## config.mk

```make
export PLATFORM = sky130hd
export DESIGN_NAME = mux16_scan_ctrl_flat
export DESIGN_NICKNAME = d
export VERILOG_FILES = /design/src/rtl/mux16_scan_ctrl_pkg.sv /design/src/rtl/mux16_scan_ctrl_if.sv /design/src/rtl/mux16_scan_ctrl_settle_timer.sv /design/src/rtl/mux16_scan_ctrl.sv /design/src/flat_wrapper.sv
export SDC_FILE = /design/constraint.sdc
export NUM_CORES = 1
export LEC_CHECK = 0
export ABC_AREA = 1
export CELL_PAD_IN_SITES_DETAIL_PLACEMENT = 0
export CELL_PAD_IN_SITES_GLOBAL_PLACEMENT = 1
export CORE_ASPECT_RATIO = 1.25
export CORE_MARGIN = 1
export CORE_UTILIZATION = 45
export CTS_BUF_LIST = sky130_fd_sc_hd__clkbuf_4 sky130_fd_sc_hd__clkbuf_8
export DETAILED_ROUTE_END_ITERATION = 10
export PLACE_DENSITY = 0.85
export SYNTH_ARGS = -nofsm -noshare
export SYNTH_HDL_FRONTEND = slang
export SYNTH_SLANG_ARGS = --single-unit
```

## constraint.sdc

```tcl
create_clock -name clk -period 5.4 [get_ports clk]
set_clock_uncertainty 0.2 [all_clocks]
set_input_delay 0.54 -clock clk [delete_from_list [all_inputs] [get_ports clk]]
set_output_delay 0.54 -clock clk [all_outputs]
set_load 0.02 [all_outputs]
```

## src/rtl/mux16_scan_ctrl_pkg.sv

```systemverilog
// Shared constants for the 16-channel mux scan controller: widths, settle limit
// and the legacy 2-bit FSM state encoding.
package mux_scan_pkg;
  localparam int unsigned N_CH       = 16;
  localparam int unsigned SEL_W      = 4;
  localparam int unsigned SETTLE_MAX = 15;
  localparam int unsigned CNT_W      = $clog2(SETTLE_MAX + 1);

  localparam logic [1:0] ST_IDLE   = 2'd0;
  localparam logic [1:0] ST_SETTLE = 2'd1;
  localparam logic [1:0] ST_SAMPLE = 2'd2;
  localparam logic [1:0] ST_DONE   = 2'd3;
endpackage

```

## src/rtl/mux16_scan_ctrl_if.sv

```systemverilog
// Bundle between the scan controller (slave) and its requester/mux side (master).
interface mux16_scan_ctrl_if;
  import mux_scan_pkg::*;

  logic              start;
  logic [N_CH-1:0]   mask;
  logic [SEL_W-1:0]  sel;
  logic              mux_out;
  logic [N_CH-1:0]   word;
  logic              word_valid;
  logic              word_ready;
  logic              busy;

  modport master (
    output start, mask, mux_out, word_ready,
    input  sel, word, word_valid, busy
  );

  modport slave (
    input  start, mask, mux_out, word_ready,
    output sel, word, word_valid, busy
  );
endinterface

```

## src/rtl/mux16_scan_ctrl_settle_timer.sv

```systemverilog
// Settle-window counter: cleared on load, counts while enabled, flags the last
// settle cycle of the current channel.
module scan_settle_timer
  import mux_scan_pkg::*;
#(
  parameter int unsigned SETTLE = 1
) (
  input  logic clk,
  input  logic rst_n,
  input  logic i_load,
  input  logic i_count,
  output logic o_expire
);
  localparam logic [CNT_W-1:0] LAST = (SETTLE == 0) ? '0 : CNT_W'(SETTLE - 1);

  logic [CNT_W-1:0] r_cnt;

  always_ff @(posedge clk or negedge rst_n) begin
    if (!rst_n) begin
      r_cnt <= '0;
    end else if (i_load) begin
      r_cnt <= '0;
    end else if (i_count && !o_expire) begin
      r_cnt <= r_cnt + 1'b1;
    end
  end

  assign o_expire = (r_cnt == LAST);
endmodule

```

## src/rtl/mux16_scan_ctrl.sv

```systemverilog
// Scan controller: walks the 16:1 mux select, waits SETTLE cycles per enabled
// channel, samples mux_out into a word and offers it over valid/ready.
module mux16_scan_ctrl
  import mux_scan_pkg::*;
#(
  parameter int unsigned SETTLE = 1
) (
  input  logic               clk,
  input  logic               rst_n,
  mux16_scan_ctrl_if.slave   bus
);
  if (SETTLE > SETTLE_MAX) begin : g_bad_settle
    $error("mux16_scan_ctrl: SETTLE=%0d exceeds maximum %0d", SETTLE, SETTLE_MAX);
  end

  localparam bit ZERO_SETTLE = (SETTLE == 0);

  logic [1:0]       r_state;
  logic [SEL_W-1:0] r_sel;
  logic [N_CH-1:0]  r_mask_q;
  logic [N_CH-1:0]  r_shadow;
  logic [N_CH-1:0]  r_word;
  logic             r_valid;

  logic [SEL_W-1:0] w_next_sel;
  logic [N_CH-1:0]  w_merged;
  logic             w_en;
  logic             w_last;
  logic             w_advance;
  logic             w_bit;
  logic             w_load;
  logic             w_expire;

  // Disabled channels and finished samples share one advance path; the bit
  // written into the shadow is 0 for a skipped channel.
  always_comb begin
    w_en              = r_mask_q[r_sel];
    w_last            = (r_sel == SEL_W'(N_CH - 1));
    w_next_sel        = r_sel + 1'b1;
    w_advance         = (r_state == ST_SAMPLE) || ((r_state == ST_SETTLE) && !w_en);
    w_bit             = (r_state == ST_SAMPLE) ? bus.mux_out : 1'b0;
    w_merged          = r_shadow;
    w_merged[r_sel]   = w_bit;
    w_load            = w_advance || ((r_state == ST_IDLE) && bus.start);
  end

  scan_settle_timer #(
    .SETTLE (SETTLE)
  ) u_settle_timer (
    .clk      (clk),
    .rst_n    (rst_n),
    .i_load   (w_load),
    .i_count  (r_state == ST_SETTLE),
    .o_expire (w_expire)
  );

  always_ff @(posedge clk or negedge rst_n) begin
    if (!rst_n) begin
      r_state  <= ST_IDLE;
      r_sel    <= '0;
      r_mask_q <= '0;
      r_shadow <= '0;
      r_word   <= '0;
      r_valid  <= 1'b0;
    end else begin
      case (r_state)
        ST_IDLE: begin
          if (bus.start) begin
            r_mask_q <= bus.mask;
            r_shadow <= '0;
            r_sel    <= '0;
            r_state  <= (ZERO_SETTLE && bus.mask[0]) ? ST_SAMPLE : ST_SETTLE;
          end
        end
        ST_SETTLE, ST_SAMPLE: begin
          if (w_advance) begin
            r_shadow <= w_merged;
            if (w_last) begin
              r_word  <= w_merged;
              r_valid <= 1'b1;
              r_sel   <= '0;
              r_state <= ST_DONE;
            end else begin
              r_sel   <= w_next_sel;
              r_state <= (ZERO_SETTLE && r_mask_q[w_next_sel]) ? ST_SAMPLE : ST_SETTLE;
            end
          end else if (w_expire) begin
            r_state <= ST_SAMPLE;
          end
        end
        ST_DONE: begin
          if (bus.word_ready) begin
            r_valid <= 1'b0;
            r_state <= ST_IDLE;
          end
        end
        default: r_state <= ST_IDLE;
      endcase
    end
  end

  assign bus.sel        = r_sel;
  assign bus.word       = r_word;
  assign bus.word_valid = r_valid;
  assign bus.busy       = (r_state != ST_IDLE);
endmodule
```

## src/flat_wrapper.sv

```systemverilog
// flat-port wrapper written by rule: the top's interface ports become plain ports
module mux16_scan_ctrl_flat import mux_scan_pkg::*;
#(
  parameter int unsigned SETTLE = 1
)
  (clk, rst_n, bus_start, bus_mask, bus_mux_out, bus_word_ready, bus_sel, bus_word, bus_word_valid, bus_busy);
  mux16_scan_ctrl_if bus_i ();
  input  logic clk;
  input  logic rst_n;
  input wire logic [$bits(bus_i.start)-1:0] bus_start;
  input wire logic [$bits(bus_i.mask)-1:0] bus_mask;
  input wire logic [$bits(bus_i.mux_out)-1:0] bus_mux_out;
  input wire logic [$bits(bus_i.word_ready)-1:0] bus_word_ready;
  output wire logic [$bits(bus_i.sel)-1:0] bus_sel;
  output wire logic [$bits(bus_i.word)-1:0] bus_word;
  output wire logic [$bits(bus_i.word_valid)-1:0] bus_word_valid;
  output wire logic [$bits(bus_i.busy)-1:0] bus_busy;
  assign bus_i.start = bus_start;
  assign bus_i.mask = bus_mask;
  assign bus_i.mux_out = bus_mux_out;
  assign bus_i.word_ready = bus_word_ready;
  assign bus_sel = bus_i.sel;
  assign bus_word = bus_i.word;
  assign bus_word_valid = bus_i.word_valid;
  assign bus_busy = bus_i.busy;
  mux16_scan_ctrl #(.SETTLE(SETTLE)) u_core (.clk(clk), .rst_n(rst_n), .bus(bus_i));
endmodule
```

==> impl_results.md, run 1 <==
- Vias in the first global route: 2,607
- Hold Crit Class: in2async
- Internal power: about 960 uW
- Post-route cell area: between 3000 and 4000 sq um
- Post-synth top area share: 0.447
- DP Area: 3730 sq um
- Final hold viol count: 0
- H-tree levels: 3
- Clk_lat worst skew: roughly 340 ps
- Max-slew violations: 0
- Post-synthesis register bit count: 59
- YS warnings: 0
- First-pass GRT wire length: between 10 and 15 mm
- CTS tree: yes
- Grt met1 use: 0.249
- Starting Density: 0.471
- DRC errors left: 0
- Worst Path Buf+Inv: 2
- Switching power: ~700 uW
- Worst Setup Path Type: reg2reg
- Worst-path clk slew: approximately 60 ps
- WP data required: about 5400 ps
- Die ar.: 7690 sq um
- Dpl hpwl: ~4.4 mm
- Comb pwr share: 0.416
- Relative slew slack: 0.426
- RSZ-0062 raised after global routing: no
- Fill cells: 711
- Synth area leaders: dfrtp_1 45%, nand2_1 15%, o21ai_2 9.5%, inv_1 5.6%, nand2_2 5.1%
- Nets: roughly 470
- Post-CTS Resized: 0
- Count of cell types in the netlist: 25
- Final core occ: 0.558
- Mapped Nets: approximately 430
- Leakage power: about 0.0017 uW
- CTS Buf Count: 9
- Grt ovf: 0
- Root buffer cell: clkbuf_8
- Gate Count Post-Synth: approximately 400
- Sequential share of the synthesized area: 0.447
- Mapped Area: approximately 3300 sq um
- Gpl congestion: 0.756
- Top delay family on crit path: adder cells
- DIE HEIGHT: 97.8 um
- IO buf count: 42
- Final min period: about 2800 ps
- Crit-path max FO: 40
- Met3 GRT Util: 0.0486
- Achievable frequency: roughly 350 MHz
- Met2 GRT Util: 0.310
- Post-route ant nets: 0
- Layout Cells excl Fill: 536
- CTS Hold Buffers Added: 0
- Peak VDD IR: ~220 uV
- Final WS setup: between 2000 and 3000 ps
- Busiest layer in global routing: met2
- Via count: roughly 2,600
- Gr usage total: 0.194
- Core Rows: 34
- Pre-Repair DR Iteration Count: 4
- Initial antenna violation count: 0
- Crit-path slowest cell: ha_1
- R2r setup slk: ~2600 ps
- Post-synth top area cell: dfrtp_1
- Status: finished, final reports clean
- Starting DRT DRC Count: around 150
- Wire per inst: approximately 12 um
- Crit path DAT: 2860 ps
- Antenna diode count: 0
- Net Sw Frac: 0.428
- Tcrit/Tclk final: 0.528
- Worst-Margin Slew: 860 ps
- Final setup vio count: 0
- Setup_tns: 0 ps
- Peak per-stage delay on the critical path: 850 ps
- I/O Pins: 43
- Die span in x: a little under 80 um
- Core area: between 7000 and 8000 sq um
- PwrDens: 427 nW/um^2
- Dpl ws: between 2000 and 3000 ps
- Most used cell, CP: inv_1
- Final wirelength: around 6.4 mm
- Maxcap violations: 0
- Via density: about 4.8
- Dpl cells: 522
- Mean Syn Cell Area: around 8 sq um
- Largest net degree at the start of global routing: 60
- Worst-path cell chain: inv_1 > ha_1 > inv_1 > o21ai_0 > nand2_4 > nand2_1 > o21ai_2
- Sequential power share: 0.349
- Post-CTS setup buffers: 0
- CP Launch Type: flop
- Clock sinks: between 50 and 60
- Clock Power Share: 0.235
- Fraction of layout cells with a size suffix above 1: 0.202
- Crit end category: flop
- Area grow syn2layout: 18.5%
- Clock buffer depth: 2
## placed cells by master (no fill, tap or decap), types with 2 or more instances in the layout
| master | n |
|---|---|
| nand4_1 | 2 |
| clkdlybuf4s50_1 | 41 |
| xor2_1 | 3 |
| nor2_2 | 2 |
| nand3_2 | 3 |
| dfrtp_1 | 59 |
| nand3_1 | 13 |
| nand2_1 | 130 |
| o21ai_2 | 36 |
| ha_1 | 10 |
| inv_1 | 49 |
| clkbuf_8 | 10 |
| a21oi_1 | 4 |
| nor2_1 | 16 |
| nand2_2 | 27 |
| clkinv_2 | 2 |
| o21ai_0 | 27 |
## flip-flops by register name (all words and copies together), names as in the netlist
signal / cells
u_core.bus.sel: 4
u_core.bus.word: 16
u_core.bus.word_valid: 1
u_core.r_mask_q: 16
u_core.r_shadow: 16
u_core.r_state: 2
u_core.u_settle_timer.r_cnt: 4
## layer usage
metal  part of all wire  vias to the layer above  wire length (um)
li1                   -                     1329                 -
met1               0.48                     1177              3060
met2               0.48                       46              3080
met3              0.033                       12               209
met4              0.012                        0                79
met5                  0                        -                 0
## cells in the mapped netlist
master / number
nand2_1: 130
dfrtp_1: 59
inv_1: 49
o21ai_2: 36
nand2_2: 27
o21ai_0: 27
nor2_1: 16
nand3_1: 13
ha_1: 10
buf_6: 8
a21oi_1: 4
clkbuf_1: 4
nand3_2: 3
xor2_1: 3
nand4_1: 2
nor2_2: 2
buf_1: 1
clkinv_1: 1
inv_2: 1
nand2_4: 1
nand3_4: 1
nor2_4: 1
o21ai_4: 1
o22ai_1: 1
or2_2: 1
## kinds of logic after synthesis
| family | after synthesis | share of synthesized area |
|---|---|---|
| AO/OA/AOI/OAI | 69 | 0.149 |
| XOR/XNOR | 3 | 0.00795 |
| adder cells (fa/ha/maj) | 10 | 0.0379 |
| buffers and inverters | 64 | 0.0909 |
| flip-flops | 59 | 0.447 |
| AND/OR/NAND/NOR | 197 | 0.267 |
## layout make-up
type	count	area, sq um	share of cell area
clock buffers	11	145	0.0371
repair buffers	43	423	0.108
well taps	90	113	0.0288
clock inverters	3	40.0	0.0102
flip-flops and latches	59	1480	0.377
inverters	51	191	0.0489
multi-input cells	279	1530	0.390
## power by group through the flow
| stage | Sequential (uW) | Combinational (uW) | Clock (uW) |
|---|---|---|---|
| final | 583 | 696 | 393 |
| after global routing | 595 | 789 | 421 |
| after CTS | 584 | 705 | 406 |
| after detailed placement | 592 | 700 | 0 |
| after global placement | 590 | 690 | 0 |
| after floorplan | 588 | 583 | 0 |
## final timing paths
path / from / endpoint / depth (start not counted)
max reg2reg: u_core.r_state[1] / u_core.r_shadow[9] / 7
max: u_core.r_state[1] / u_core.r_shadow[9] / 7
max in group asynchronous: rst_n / u_core.r_mask_q[3] / 2
min reg2reg: u_core.r_mask_q[0] / u_core.r_mask_q[0] / 2
min: rst_n / u_core.bus.word[10] / 2
min in group clk: u_core.r_mask_q[0] / u_core.r_mask_q[0] / 2
## worst register-to-register path: stages (launching register included)
cell	delay, ps
dfrtp_1	390
inv_1	80
ha_1	850
inv_1	210
o21ai_0	340
nand2_4	380
nand2_1	200
o21ai_2	60
## through the flow
step	hold WS [ps]	total power [uW]
after floorplan	44.4	1170
after global placement	258	1280
after detailed placement	266	1290
after CTS	187	1700
after global routing	221	1810
final	152	1670
(Power assumes the default switching activity.)
==> run 2: changes to the inputs <==
--- a/config.mk
+++ b/config.mk
@@ -10,10 +10,10 @@
 export CELL_PAD_IN_SITES_GLOBAL_PLACEMENT = 1
 export CORE_ASPECT_RATIO = 1.25
 export CORE_MARGIN = 1
-export CORE_UTILIZATION = 45
+export CORE_UTILIZATION = 39
 export CTS_BUF_LIST = sky130_fd_sc_hd__clkbuf_4 sky130_fd_sc_hd__clkbuf_8
 export DETAILED_ROUTE_END_ITERATION = 10
-export PLACE_DENSITY = 0.85
+export PLACE_DENSITY = 0.78
 export SYNTH_ARGS = -nofsm -noshare
 export SYNTH_HDL_FRONTEND = slang
 export SYNTH_SLANG_ARGS = --single-unit
==> constraint.sdc (replaced) <==
create_clock -name clk -period 2.37 [get_ports clk]
set_clock_uncertainty 0.2 [all_clocks]
set_input_delay 0.237 -clock clk [delete_from_list [all_inputs] [get_ports clk]]
set_output_delay 0.237 -clock clk [all_outputs]
set_load 0.02 [all_outputs]
==> run 2 against run 1 <==
The run now ends with DRC left. Sequential share of layout area is 1.4 points lower. Core utilization is 6.4 points lower. First-iteration DRC count is 5.4% higher. Combinational power grew to 2.7 times the previous value.
==> impl_results.md, run 2 (synthesis gave the netlist of run 1 again) <==
- Status: finished with violations
- Failing checks: DRC
- Dpl hpwl: roughly 4.7 mm
- Starting DRT DRC Count: about 160
- Commonest non-fill, non-tap cell in the layout: nand2_1
- FF+latch area: 1480 sq um
- Tcrit/Tclk final: 0.937
- Clock sinks: 59
- Fraction of layout cells with a size suffix above 1: 0.224
- Worst-path cell chain: inv_1 > ha_1 > inv_1 > clkdlybuf4s50_1
- WP data required: just under 2000 ps
- Initial antenna violation count: 0
- Max-slew violations: 0
- Worst-Margin Slew: between 600 and 700 ps
- Wire per inst: around 12 um
- Crit-path slowest cell: clkdlybuf4s50_1
- Leakage power: roughly 0.0018 uW
- Final min period: approximately 2200 ps
- Root buffer cell: clkbuf_8
- CP Launch Type: flop
- Area of the multi-input gates: 1530 sq um
- DRC errors left: 5
- Core Rows: 37
- Worst R2R Path Depth: 8
- Peak VDD IR: about 530 uV
- Peak per-stage delay on the critical path: slightly above 600 ps
- DIE HEIGHT: between 100 and 150 um
- Vias in the first global route: 2,541
- Final core occ: 0.494
- Die span in x: between 80 and 90 um
- I/O Pins: 43
- Final wirelength: between 6 and 7 mm
- Post-route ant nets: 0
- CTS tree: yes
- Setup_tns: 0 ps
- R2r setup slk: ~300 ps
- Most used cell, CP: inv_1
- Pre-Repair DR Iteration Count: 7
- Commonest non-fill, non-tap cells in the layout: 130 x nand2_1, 59 x dfrtp_1, 49 x inv_1
- Maxcap violations: 0
- Final setup vio count: 0
- Critical R2R Capture: u_core.r_shadow[15]
- Post-CTS Resized: 0
- Hold path depth: 3
- RSZ-0062 raised after global routing: no
- PwrDens: 988 nW/um^2
- Grt ovf: 0
- CTS Buf Count: 9
- Via count: roughly 2,600
- Post-CTS setup buffers: 0
- H-tree levels: 3
- Worst-path clk slew: ~60 ps
- Core area: between 8000 and 9000 sq um
- Area grow syn2layout: 23.2%
- First-pass GRT wire length: 11.8 mm
- Crit path DAT: around 1800 ps
- Hold Crit Class: in2reg
- Final hold viol count: 0
- Nets: between 400 and 500
- Hold Crit Endpoint: u_core.r_mask_q[3]
- Crit end category: primary output
- Clock buffer depth: 2
- Clk_lat worst skew: 340 ps
- Fill cells: 847
- Starting Density: 0.401
- Hold_sp: bus_mask[3]
- Antenna diode count: 0
- Die ar.: 8850 sq um
- Gpl congestion: 0.775
- Achievable frequency: about 450 MHz
- Relative slew slack: 0.573
- Largest net degree at the start of global routing: 33
- Crit-path max FO: 5
- Gr usage total: 0.167
- Worst Setup Path Type: reg2out
- IO buf count: 42
- Via density: roughly 4.7
- R2R Path Start: u_core.bus.sel[1]
==> run 2: worst max path at each step <==
stage,from,to,slack [ps],depth (start not counted)
floorplan,u_core.bus.sel[1],u_core.r_shadow[15],400,8
finish,u_core.r_state[0],bus_busy,150,4
global placement,u_core.bus.sel[1],u_core.r_shadow[15],270,8
global route,u_core.r_state[0],bus_busy,40,4
detailed placement,u_core.bus.sel[1],u_core.r_shadow[15],290,8
CTS,u_core.r_state[0],bus_busy,130,4
==> run 2: power breakdown <==
part	internal [uW]	total [uW]	switching (uW)	leakage, uW
sequential	1190	1310	117	0.000707
combinational	666	1850	1180	0.00103
clock	468	864	396	0.0000987
total	2330	4020	1700	0.00183
==> run 2: layer usage <==
metal / part of all wire / wire length [um] / vias to the layer above / global-route usage
li1: - / - / 1360 / -
met1: 0.48 / 3130 / 1192 / 0.223
met2: 0.48 / 3110 / 44 / 0.263
met3: 0.033 / 217 / 7 / 0.0419
met4: 0.0094 / 61 / 0 / 0.0617
met5: 0 / 0 / - / 0
==> run 2: critical path, delay by kind of cell (launching register included) <==
kind,cells,cell delay (ps)
buf+inv,3,790
flops,1,400
fa+ha+maj,1,250
==> run 2: area by class of cell <==
cell class / count / share of cell area
Inverter: 51 / 0.0470
Sequential cell: 59 / 0.363
Timing Repair Buffer: 56 / 0.141
Multi-Input combinational cell: 279 / 0.375
Tap cell: 97 / 0.0298
Clock inverter: 2 / 0.00246
Clock buffer: 13 / 0.0424
==> run 2: per-stage QoR <==
stage               hold WS [ps]  area [sq um]  setup WS, ps  std cells  total power (uW)
finish                       231          4070           150        557              4020
global route                 232          4070          37.5        557              4340
CTS                          220          4070           126        557              4070
detailed placement           112          3880           291        541              3200
global placement             102          3880           274        541              3190
floorplan                   -259          3300           395        402              2670
==> run 2: repair_timing <==
item	4_1_cts	5_1_grt
setup endpoints to repair	0	0
hold buffers	1	0
hold endpoints to repair	25	0
==> run 3: changes to the inputs <==
--- a/config.mk
+++ b/config.mk
@@ -6,6 +6,7 @@
 export NUM_CORES = 1
 export LEC_CHECK = 0
 export ABC_AREA = 1
+export ABC_CLOCK_PERIOD_IN_PS = 2370
 export CELL_PAD_IN_SITES_DETAIL_PLACEMENT = 0
 export CELL_PAD_IN_SITES_GLOBAL_PLACEMENT = 1
 export CORE_ASPECT_RATIO = 1.25
==> results of run 3 <==
Same layout as run 2: the final DEF is identical, and so are final timing and power.
